## config.mk

```make
export PLATFORM = sky130hd
export DESIGN_NAME = lab1_imul_int_mul_shared_arb
export DESIGN_NICKNAME = d
export VERILOG_FILES = /design/src/rtl/lab1_imul_int_mul_shared_arb.sv
export SDC_FILE = /design/constraint.sdc
export NUM_CORES = 1
export LEC_CHECK = 0
export BUFFER_PORTS_ARGS = -buffer_cell sky130_fd_sc_hd__buf_4
export CAP_MARGIN = 20
export CORE_AREA = 2 2 197 199
export DETAILED_ROUTE_END_ITERATION = 8
export DIE_AREA = 0 0 199 201
export PLACE_DENSITY_LB_ADDON = 0.25
export SETUP_SLACK_MARGIN = 0.02
export SYNTH_ARGS = -nofsm -noshare
export SYNTH_HDL_FRONTEND = slang
export SYNTH_SLANG_ARGS = --single-unit
```

## constraint.sdc

```tcl
create_clock -name clk -period 3.16 [get_ports clk]
set_clock_uncertainty 0.15 [all_clocks]
set_input_delay 0.474 -clock clk [delete_from_list [all_inputs] [get_ports clk]]
set_output_delay 0.474 -clock clk [all_outputs]
set_load 0.02 [all_outputs]
```

## src/rtl/lab1_imul_int_mul_shared_arb.sv

```systemverilog
// Round-robin arbiter sharing one iterative multiplier among NREQ clients.
// Define LAB1_IMUL_ARB_FIXED_PRIO_EN for lowest-index-wins arbitration.
module lab1_imul_int_mul_shared_arb #(
  parameter int NREQ = 4
) (
  input  logic              clk,
  input  logic              reset,
  input  logic [NREQ-1:0]   req_val,
  output logic [NREQ-1:0]   req_rdy,
  input  logic [64*NREQ-1:0] req_msg,
  output logic [NREQ-1:0]   resp_val,
  input  logic [NREQ-1:0]   resp_rdy,
  output logic [32*NREQ-1:0] resp_msg,
  output logic              mul_req_val,
  input  logic              mul_req_rdy,
  output logic [63:0]       mul_req_msg,
  input  logic              mul_resp_val,
  output logic              mul_resp_rdy,
  input  logic [31:0]       mul_resp_msg
);

  localparam int OW = $clog2(NREQ);

  typedef enum logic [1:0] {
    IDLE,
    ISSUE,
    WAIT,
    RESP
  } state_t;

  state_t        state;
  state_t        state_nxt;
  logic [OW-1:0] owner;
  logic [OW-1:0] ptr;
  logic [OW-1:0] ptr_nxt;
  logic [63:0]   msg_reg;
  logic [31:0]   res_reg;

  logic [OW-1:0] grant;
  logic          any_val;
  logic          req_fire;
  logic          mresp_fire;

  // Walk the search order backwards so the last hit is the first in order.
  always_comb begin
    grant   = '0;
    any_val = 1'b0;
`ifdef LAB1_IMUL_ARB_FIXED_PRIO_EN
    for (int k = NREQ - 1; k >= 0; k--) begin
      if (req_val[k]) begin
        grant   = OW'(k);
        any_val = 1'b1;
      end
    end
`else
    for (int k = NREQ - 1; k >= 0; k--) begin
      logic [OW:0]   sum;
      logic [OW-1:0] cand;
      sum = {1'b0, ptr} + (OW+1)'(k);
      if (sum >= (OW+1)'(NREQ))
        sum = sum - (OW+1)'(NREQ);
      cand = sum[OW-1:0];
      if (req_val[cand]) begin
        grant   = cand;
        any_val = 1'b1;
      end
    end
`endif
  end

`ifdef LAB1_IMUL_ARB_FIXED_PRIO_EN
  assign ptr_nxt = '0;
`else
  assign ptr_nxt = (grant == OW'(NREQ - 1)) ? '0 : grant + 1'b1;
`endif

  assign req_fire   = (state == IDLE) && any_val;
  assign mresp_fire = (state == WAIT) && mul_resp_val;

  always_comb begin
    state_nxt    = state;
    req_rdy      = '0;
    resp_val     = '0;
    resp_msg     = '0;
    mul_req_val  = 1'b0;
    mul_resp_rdy = 1'b0;
    mul_req_msg  = msg_reg;
    unique case (state)
      IDLE: begin
        if (any_val) begin
          req_rdy[grant] = 1'b1;
          state_nxt      = ISSUE;
        end
      end
      ISSUE: begin
        mul_req_val = 1'b1;
        if (mul_req_rdy)
          state_nxt = WAIT;
      end
      WAIT: begin
        mul_resp_rdy = 1'b1;
        if (mul_resp_val)
          state_nxt = RESP;
      end
      RESP: begin
        resp_val[owner]           = 1'b1;
        resp_msg[32*owner +: 32] = res_reg;
        if (resp_rdy[owner])
          state_nxt = IDLE;
      end
      default: state_nxt = IDLE;
    endcase
  end

  always_ff @(posedge clk or negedge reset) begin
    if (!reset) begin
      state   <= IDLE;
      owner   <= '0;
      ptr     <= '0;
      msg_reg <= '0;
      res_reg <= '0;
    end else begin
      state <= state_nxt;
      if (req_fire) begin
        owner   <= grant;
        msg_reg <= req_msg[64*grant +: 64];
        ptr     <= ptr_nxt;
      end
      if (mresp_fire)
        res_reg <= mul_resp_msg;
    end
  end

endmodule

```

---- Word level (Yosys, flattened, before mapping) ----
Index checks and enable logic that the tools add are counted.
cells by class
  reductions and logical operators ........ 6
  bitwise logic cells ..................... 1
  $lt $le $gt $ge ......................... 12
  shifts and indexed selects .............. 3
  add/subtract/negate cells ............... 9
  equality and inequality tests ........... 8
  multiplexer cells ....................... 38
  $mul .................................... 0
  divide/modulo/power cells ............... 0
operators with widths
  kind                                                      number
  indexed part select 256 x 9 -> 64 bit                     1
  AND 128 bit                                               1
  two-way mux 128 bit                                       1
  variable shift 32 x 34 -> 128 bit (first input constant)  1
  indexed part select 32 x 34 -> 128 bit                    1
  negation 7 -> 34 bit                                      1
  two-way mux 2 bit                                         13
  < comparator 2 x 3 -> 1 bit (second input constant)       6
  two-way mux 1 bit                                         13
  two-way mux 4 bit                                         3
  binary-select mux 1 bit (select 2 bit)                    5
  >= comparator 3 bit (second input constant)               3
  != test 2 bit (second input constant)                     4
  case mux 2 bit (4 select lines)                           1
  subtractor 2 x 1 -> 2 bit (second input constant)         4
  adder 2 x 2 -> 3 bit (second input constant)              2
  equality test 2 bit (second input constant)               3
  demux 1 bit (select 2 bit)                                2
  >= comparator 2 x 1 -> 1 bit (second input constant)      2
  logical AND 1 bit                                         4
  AND reduction 4 bit                                       1
  adder 2 x 1 -> 3 bit (second input constant)              1
  >= comparator 2 x 3 -> 1 bit (second input constant)      1
  adder 2 x 1 -> 2 bit (second input constant)              1
  2 further kinds                                           2
storage, ports and cells
  output and inout port bits .............. 202
  input port bits ......................... 300
  logic and storage cells ................. 82
  bits in writable memories ............... 0
  register bits ........................... 102
  bits in read-only memories .............. 0
  memories ................................ 0
  latch bits .............................. 0

---- Longest topological paths before layout ----
Gate-level depths: netlist (run 1).
  depth after elaboration ................. 15
  gate-level depth with buffers ........... 9
  depth with buffers taken out ............ 6

---- Worst setup path before layout (run 1) ----
Ideal clock, no wire load.
  path kind ............................... reg-to-output
  start point ............................. reg owner[0]
  end point ............................... out resp_msg[100]
  data arrival time ....................... 1.884 ns
  required time ........................... 2.536 ns
  path buffers ............................ 1
  path slack .............................. 0.652 ns
  cell stages (with the launch flop) ...... 6
  path through ............................ dfrtp_1 -> inv_1 -> ha_1 -> nor4b_1 -> clkbuf_1 -> and2_1
between the ends
  word-level cells in the longest chain between the ends .. 4
  elaborated cells on any way between the ends .. 5
  classes of those cells .................. add/sub: 1; shift: 2; mux: 1; bitwise: 1
ends and longest elaborated chain
  item                                                                                         line  RTL
  from (decl)                                                                                  33    logic [OW-1:0] owner;
  from (signal assigned)                                                                       125   owner <= grant;
  negation 7 -> 34 bit (*)                                                                     107   resp_msg[32*owner +: 32] = res_reg;
  indexed part select 32 x 34 -> 128 bit or variable shift 32 x 34 -> 128 bit (tied branches)  107
  AND 128 bit (no source line) (*)                                                             -
  two-way mux 128 bit (*)                                                                      88    unique case (state)
  to (decl)                                                                                    13    output logic [32*NREQ-1:0] resp_msg,
Mark *: on every way between the ends. The rest lies on a longest branch, timed or not.

---- Worst setup path in the final report (run 1) ----
  start point ............................. reg owner[0]
  end point ............................... out resp_msg[28]
The elaborated chain is that of the path after synthesis.

==> results.sh, run 1 <==
export IMPL_whs_path_depth=2
export IMPL_final_antenna_net_count=0
export IMPL_row_count=72
export IMPL_synthCells=630
export IMPL_layout_nets=1422
export IMPL_core_area_sq_um=38100
export IMPL_fin_ws_ps=226
export IMPL_seqPwrFrac_pct=30.7
export IMPL_yosys_area_share_adder_pct=2.06
export IMPL_worstMarginPinSlew_ps=634
export IMPL_rr_startpoint="ptr[1]$_DFFE_PN0P_"
export IMPL_grt_use_total_pct=13.1
export IMPL_cts_reportedPaths_clkPinSlew_ps=70
export IMPL_p_sw_w=0.00347
export IMPL_synthXorXnorAreaFrac_pct=0
export IMPL_cp_end_kind="output pin"
export IMPL_post_route_period_util_pct=92.9
export IMPL_arrival_ps=2310
export IMPL_synth_flop_cell="dfrtp_1"
export IMPL_largest_reg_flops=64
export IMPL_worstSetupStartpointType="flop"
export IMPL_drc_errors=0
export IMPL_syn_avg_cell_area_sq_um=10.6
export IMPL_yosys_area_top_type="dfrtp_1"
export IMPL_synth_top_area_share_pct=38.2
export IMPL_drive_above_1_share_pct=51.8
export IMPL_gp_congestion=0.750
export IMPL_vias=6589
export IMPL_required_ps=2540
export IMPL_numPortBuffers=501
export IMPL_final_setup_tns_ps=0
export IMPL_grt_pass1_wl_mm=39.9
export IMPL_clock_path_buffers=2
export IMPL_dp_final_hpwl_mm=22.0
export IMPL_hold_end="res_reg[16]$_DFFE_PN0P_"
export IMPL_viasPerCell=4.03
export IMPL_synth_compound_area_share_pct=14.8
export IMPL_setup_viol=0
export IMPL_antenna_found_initial=2
export IMPL_ff2ff_path_depth=7
export IMPL_post_place_ws_ps=293
export IMPL_syn_area_sq_um=6680
export IMPL_power_frac_comb_pct=53.0
export IMPL_crit_type="flop to output pin"
export IMPL_dr_first_iter_drc_count=120
export IMPL_layout_cells_non_filler=1634
export IMPL_hold_viol_final=0
export IMPL_area_growth_pct=70.0
export IMPL_clock_latency_ps=350
export IMPL_rrSetupSlack_ps=790
export IMPL_worst_hold_path_type="primary input to flop"
export IMPL_synthSimpleGateAreaFrac_pct=14.2
export IMPL_seq_area_frac_synth_pct=38.2
export IMPL_period_needed_ps=2930
export IMPL_die_h_um=201
export IMPL_grt_pass1_vias=6746
export IMPL_die_w_um=199
export IMPL_swShare_pct=41.9
export IMPL_rsz0062_at_grt="no"
export IMPL_cts_num_sinks=102
export IMPL_hp_start="mul_resp_msg[16]"
export IMPL_synth_edf_count=0
export IMPL_p_leak_nw=5.65
export IMPL_grt_overflow=0
export IMPL_yosysWarnings=0
export IMPL_synth_top_family_by_area="multiplexers"
export IMPL_relSlewSlack_pct=57.7
export IMPL_htree_levels=3
export IMPL_maxCapViolations=0
export IMPL_synth_distinct_cells=36
export IMPL_yosys_top_cells_area="dfrtp_1, mux2i_1, and2_1"
export IMPL_synth_mux_area_share_pct=25.2
export IMPL_status="finished clean"
export IMPL_grt_max_degree=46
export IMPL_cts_inserted_buffers=9
export IMPL_pwr_share_clk_pct=16.3
export IMPL_wl_per_cell_um=16.8
export IMPL_fmax_mhz=341
export IMPL_ctsRootBufferMaster="clkbuf_16"
export IMPL_reg2reg_to="mul_req_msg[45]$_DFFE_PN0P_"
export IMPL_io_pins=502
export IMPL_cts_tree="yes"
export IMPL_synth_seq_cells=102
export IMPL_syn_num_nets=941
export IMPL_dpl_cell_count=1617
export IMPL_p_per_area_nw_per_um2=730
export IMPL_async_flop_share_pct=100
export IMPL_intPower_w=0.00481
export IMPL_dieArea_sq_um=40000
export IMPL_ir_drop_mv=0.287
export IMPL_wl_mm=27.5
export IMPL_firstDrtPassIters=4
export IMPL_critPathMaxFanout=32
export IMPL_initial_core_util_pct=17.5
export IMPL_post_cts_buffers=0
export IMPL_final_max_slew_violation_count=0
[final cells by class]
class	count	area [sq um]
timing repair buffer	521	3980
fill	4061	26800
sequential	102	2550
multi-input combinational	468	3780
antenna	1	2.50
tap	518	648
clock inverter	5	106
inverter	9	38.8
clock buffer	10	239
[synthesized netlist by cell type, types with 2 or more instances]
cell type,number
buf_12,4
clkbuf_1,22
ha_1,11
nand2_1,4
mux2_2,33
nor3_1,3
and3_1,2
inv_1,8
a21oi_1,67
o2bb2ai_1,64
dfrtp_1,102
and2_1,134
mux2i_1,129
buf_4,6
a21o_1,2
buf_6,4
buf_1,4
nor2_1,3
buf_2,11
[per-stage QoR]
step                      utilization (%)  total power, W  instance area, sq um  hold slack, ps
after floorplan                         -         0.00519                  6680            28.4
after global placement               28.8         0.00699                 11000             366
after detailed placement             28.8         0.00706                 11000             367
after CTS                            29.8         0.00845                 11300             170
after global routing                 29.8         0.00888                 11400             170
final                                29.8         0.00828                 11400             196
[critical path, cell delays in order (launching register included)]
cell,delay [ps]
dfrtp_1,500
inv_1,160
ha_1,370
nor2_1,120
and3_1,160
buf_4,290
and2_1,200
buf_4,150
[worst max path at each step]
stage	slack (ps)	endpoint	start
final	230	resp_msg[28]	owner[0]$_DFFE_PN0P_
after global routing	60	resp_msg[113]	owner[0]$_DFFE_PN0P_
after CTS	150	resp_msg[101]	owner[0]$_DFFE_PN0P_
after detailed placement	290	resp_msg[66]	owner[0]$_DFFE_PN0P_
after global placement	460	resp_msg[77]	owner[0]$_DFFE_PN0P_
after floorplan	650	resp_msg[100]	owner[0]$_DFFE_PN0P_
[per-layer routing]
metal / up-vias / share of wire [%] / track usage (%)
met5: - / 0.066 / 0
met4: 2 / 0.80 / 2.80
met3: 13 / 7.8 / 3.95
met2: 301 / 53 / 25.0
met1: 3063 / 38 / 14.1
li1: 3210 / - / -
[logic make-up after synthesis]
group,Yosys count
simple gates,153
flops,102
mux,163
compound gates,141
buf+inv,60
fa+ha+maj,11
[power by group through the flow]
stage / Sequential [W] / Clock (W) / Combinational [W]
finish: 0.00254 / 0.00135 / 0.00439
global route: 0.00264 / 0.00146 / 0.00478
CTS: 0.00256 / 0.00141 / 0.00449
detailed placement: 0.00256 / 0 / 0.00450
global placement: 0.00255 / 0 / 0.00445
floorplan: 0.00285 / 0 / 0.00233
[cell usage in the layout, fill, tap and decap left out, types with 2 or more instances in the layout]
cell,synthesis,routed
mux2_2,33,33
ha_1,11,11
dfrtp_1,102,102
buf_4,6,514
inv_6,0,2
mux2i_1,129,129
and2_1,134,134
clkbuf_16,0,9
a21oi_1,67,67
nor3_1,3,3
a21o_1,2,2
nand2_1,4,4
inv_1,8,8
o2bb2ai_1,64,64
nor2_1,3,3
bufinv_16,0,3
buf_12,4,5
[timing repair]
item | CTS | global route
resized for setup | 1 | 1
endpoints found under the hold margin | 39 | 0
endpoints found under the setup margin | 32 | 7
hold buffers | 1 | 0
No activity file was read; power rests on OpenSTA's default activity.
==> run 2, diff against run 1 <==
--- a/config.mk
+++ b/config.mk
@@ -7,9 +7,9 @@
 export LEC_CHECK = 0
 export BUFFER_PORTS_ARGS = -buffer_cell sky130_fd_sc_hd__buf_4
 export CAP_MARGIN = 20
-export CORE_AREA = 2 2 197 199
+export CORE_AREA = 2 2 195 197
 export DETAILED_ROUTE_END_ITERATION = 8
-export DIE_AREA = 0 0 199 201
+export DIE_AREA = 0 0 197 199
 export PLACE_DENSITY_LB_ADDON = 0.25
 export SETUP_SLACK_MARGIN = 0.02
 export SYNTH_ARGS = -nofsm -noshare
==> constraint.sdc (replaced) <==
create_clock -name clk -period 3.8 [get_ports clk]
set_clock_uncertainty 0.15 [all_clocks]
set_input_delay 0.57 -clock clk [delete_from_list [all_inputs] [get_ports clk]]
set_output_delay 0.57 -clock clk [all_outputs]
set_load 0.02 [all_outputs]
==> run 2 against run 1 <==
First-iteration DRC count up 54%. Combinational power down 17%. Count of clock-buffer cells in the layout is 2 higher. Cell count is 2.9% lower. Sequential share of layout area is 0.36 points higher. Setup slack improved by 510 ps. Worst hold slack got worse by 120 ps. Power is 20% lower. Critical path type unchanged. Largest power group unchanged.
==> results.sh, run 2 (synthesis results as in run 1) <==
export IMPL_critPathMaxFanout=22
export IMPL_dpl_cell_count=1571
export IMPL_fmax_mhz=326
export IMPL_p_leak_nw=5.59
export IMPL_worstMarginPinSlew_ps=816
export IMPL_post_cts_buffers=0
export IMPL_final_cell_mix="buf_4, and2_1, mux2i_1"
export IMPL_initial_core_util_pct=18.0
export IMPL_post_cts_resized=0
export IMPL_antenna_found_initial=0
export IMPL_hold_viol_final=0
export IMPL_grt_use_total_pct=13.4
export IMPL_cts_num_sinks=102
export IMPL_htree_levels=3
export IMPL_final_setup_tns_ps=0
export IMPL_die_w_um=197
export IMPL_cts_tree="yes"
export IMPL_drc_errors=0
export IMPL_wl_mm=27.2
export IMPL_final_max_slew_violation_count=0
export IMPL_post_route_period_util_pct=80.7
export IMPL_cts_reportedPaths_clkPinSlew_ps=80
export IMPL_rsz0062_at_grt="no"
export IMPL_drive_above_1_share_pct=51.6
export IMPL_arrival_ps=2340
export IMPL_final_core_util_pct=30.1
export IMPL_layout_commonest_cell="buf_4"
export IMPL_numPortBuffers=501
export IMPL_dp_final_hpwl_mm=21.6
export IMPL_max_stage_delay_ps=500
export IMPL_grt_overflow=0
export IMPL_firstDrtPassIters=4
export IMPL_final_antenna_net_count=0
export IMPL_cp_end_kind="output pin"
export IMPL_gp_congestion=0.784
export IMPL_layout_nets=1419
export IMPL_crit_type="flop to output pin"
export IMPL_cpMostUsedCell="buf_4"
export IMPL_maxCapViolations=0
export IMPL_antenna_cells=0
export IMPL_worstSetupStartpointType="flop"
export IMPL_relSlewSlack_pct=45.6
export IMPL_viasPerCell=4.18
export IMPL_cts_hold_buf=0
export IMPL_grt_pass1_vias=6805
export IMPL_required_ps=3080
export IMPL_dr_first_iter_drc_count=185
export IMPL_setup_viol=0
export IMPL_ctsRootBufferMaster="clkbuf_16"
export IMPL_p_per_area_nw_per_um2=597
export IMPL_cts_inserted_buffers=9
export IMPL_ir_drop_mv=0.232
export IMPL_area_growth_pct=67.3
export IMPL_dieArea_sq_um=39200
export IMPL_die_h_um=199
export IMPL_worst_hold_path_type="primary input to asynchronous set/reset pin"
export IMPL_grt_pass1_wl_mm=40.0
export IMPL_clock_path_buffers=2
export IMPL_cp_cell_sequence="inv_1 -> ha_1 -> and3_1 -> buf_4 -> and2_1 -> buf_4"
export IMPL_largest_reg_flops=64
export IMPL_wl_per_cell_um=17.1
export IMPL_row_count=71
export IMPL_period_needed_ps=3060
export IMPL_clock_latency_ps=360
export IMPL_grt_max_degree=65
export IMPL_core_area_sq_um=37100
export IMPL_io_pins=502
export IMPL_layout_cells_non_filler=1587
export IMPL_slowest_stage="dfrtp_1"
export IMPL_status="finished clean"
export IMPL_vias=6637
[run 2: cell count changes in the layout (fill, tap and decap cells not counted), moves of 2 or more]
cell,before,now
buf_12,5,3
bufinv_16,3,0
clkbuf_1,0,2
clkinvlp_4,1,3
[run 2: path summary, 6_finish.rpt]
check / startpoint / endpoint / slack [ps] / depth (start not counted)
worst max-delay path: owner[0]$_DFFE_PN0P_ / resp_msg[68] / 740 / 6
worst min-delay path: reset / res_reg[25]$_DFFE_PN0P_ / 70 / 1
worst max register to register: ptr[1]$_DFFE_PN0P_ / mul_req_msg[24]$_DFFE_PN0P_ / 1280 / 7
worst min register to register: mul_req_msg[10]$_DFFE_PN0P_ / mul_req_msg[10]$_DFFE_PN0P_ / 400 / 2
max in group asynchronous: reset / mul_req_msg[19]$_DFFE_PN0P_ / 2640 / 2
min in group clk: mul_resp_msg[6] / res_reg[6]$_DFFE_PN0P_ / 290 / 2
[run 2: area by class of cell]
type | instances | area (sq um)
clock buffers | 12 | 246
clock inverters | 4 | 31.3
fillers | 3860 | 26000
inverters | 9 | 38.8
multi-input cells | 468 | 3780
flip-flops and latches | 102 | 2550
well taps | 474 | 593
repair buffers | 518 | 3930
[run 2: through the flow]
stage	instance area (sq um)	setup WS, ps	total power, W	hold WS, ps
final	11200	735	0.00667	71.7
after global routing	11200	505	0.00721	115
after CTS	11200	684	0.00681	99.7
after detailed placement	10900	1030	0.00585	390
after global placement	10900	1040	0.00582	386
after floorplan	6680	1180	0.00431	124
[run 2: power breakdown]
group / internal, W / leakage (nW) / switching [W]
Clock: 0.000467 / 0.125 / 0.000451
Sequential: 0.00164 / 1.15 / 0.000469
Combinational: 0.00167 / 4.31 / 0.00196
Total: 0.00378 / 5.59 / 0.00288
[run 2: routing by layer]
| metal | vias to the layer above | part of all wire [%] | GRT usage (%) |
|---|---|---|---|
| met4 | 0 | 1.6 | 3.70 |
| met2 | 321 | 54 | 25.8 |
| met1 | 3082 | 36 | 14.1 |
| met5 | - | 0 | 0 |
| met3 | 23 | 8.3 | 4.07 |
| li1 | 3211 | - | - |
[run 2: worst max-delay path: cells and delay by family, from the launching register on]
kind	cells	cell delay, ps
DFF	1	500
and+or+nand+nor	2	520
buffers and inverters	3	590
adders and majority gates	1	370
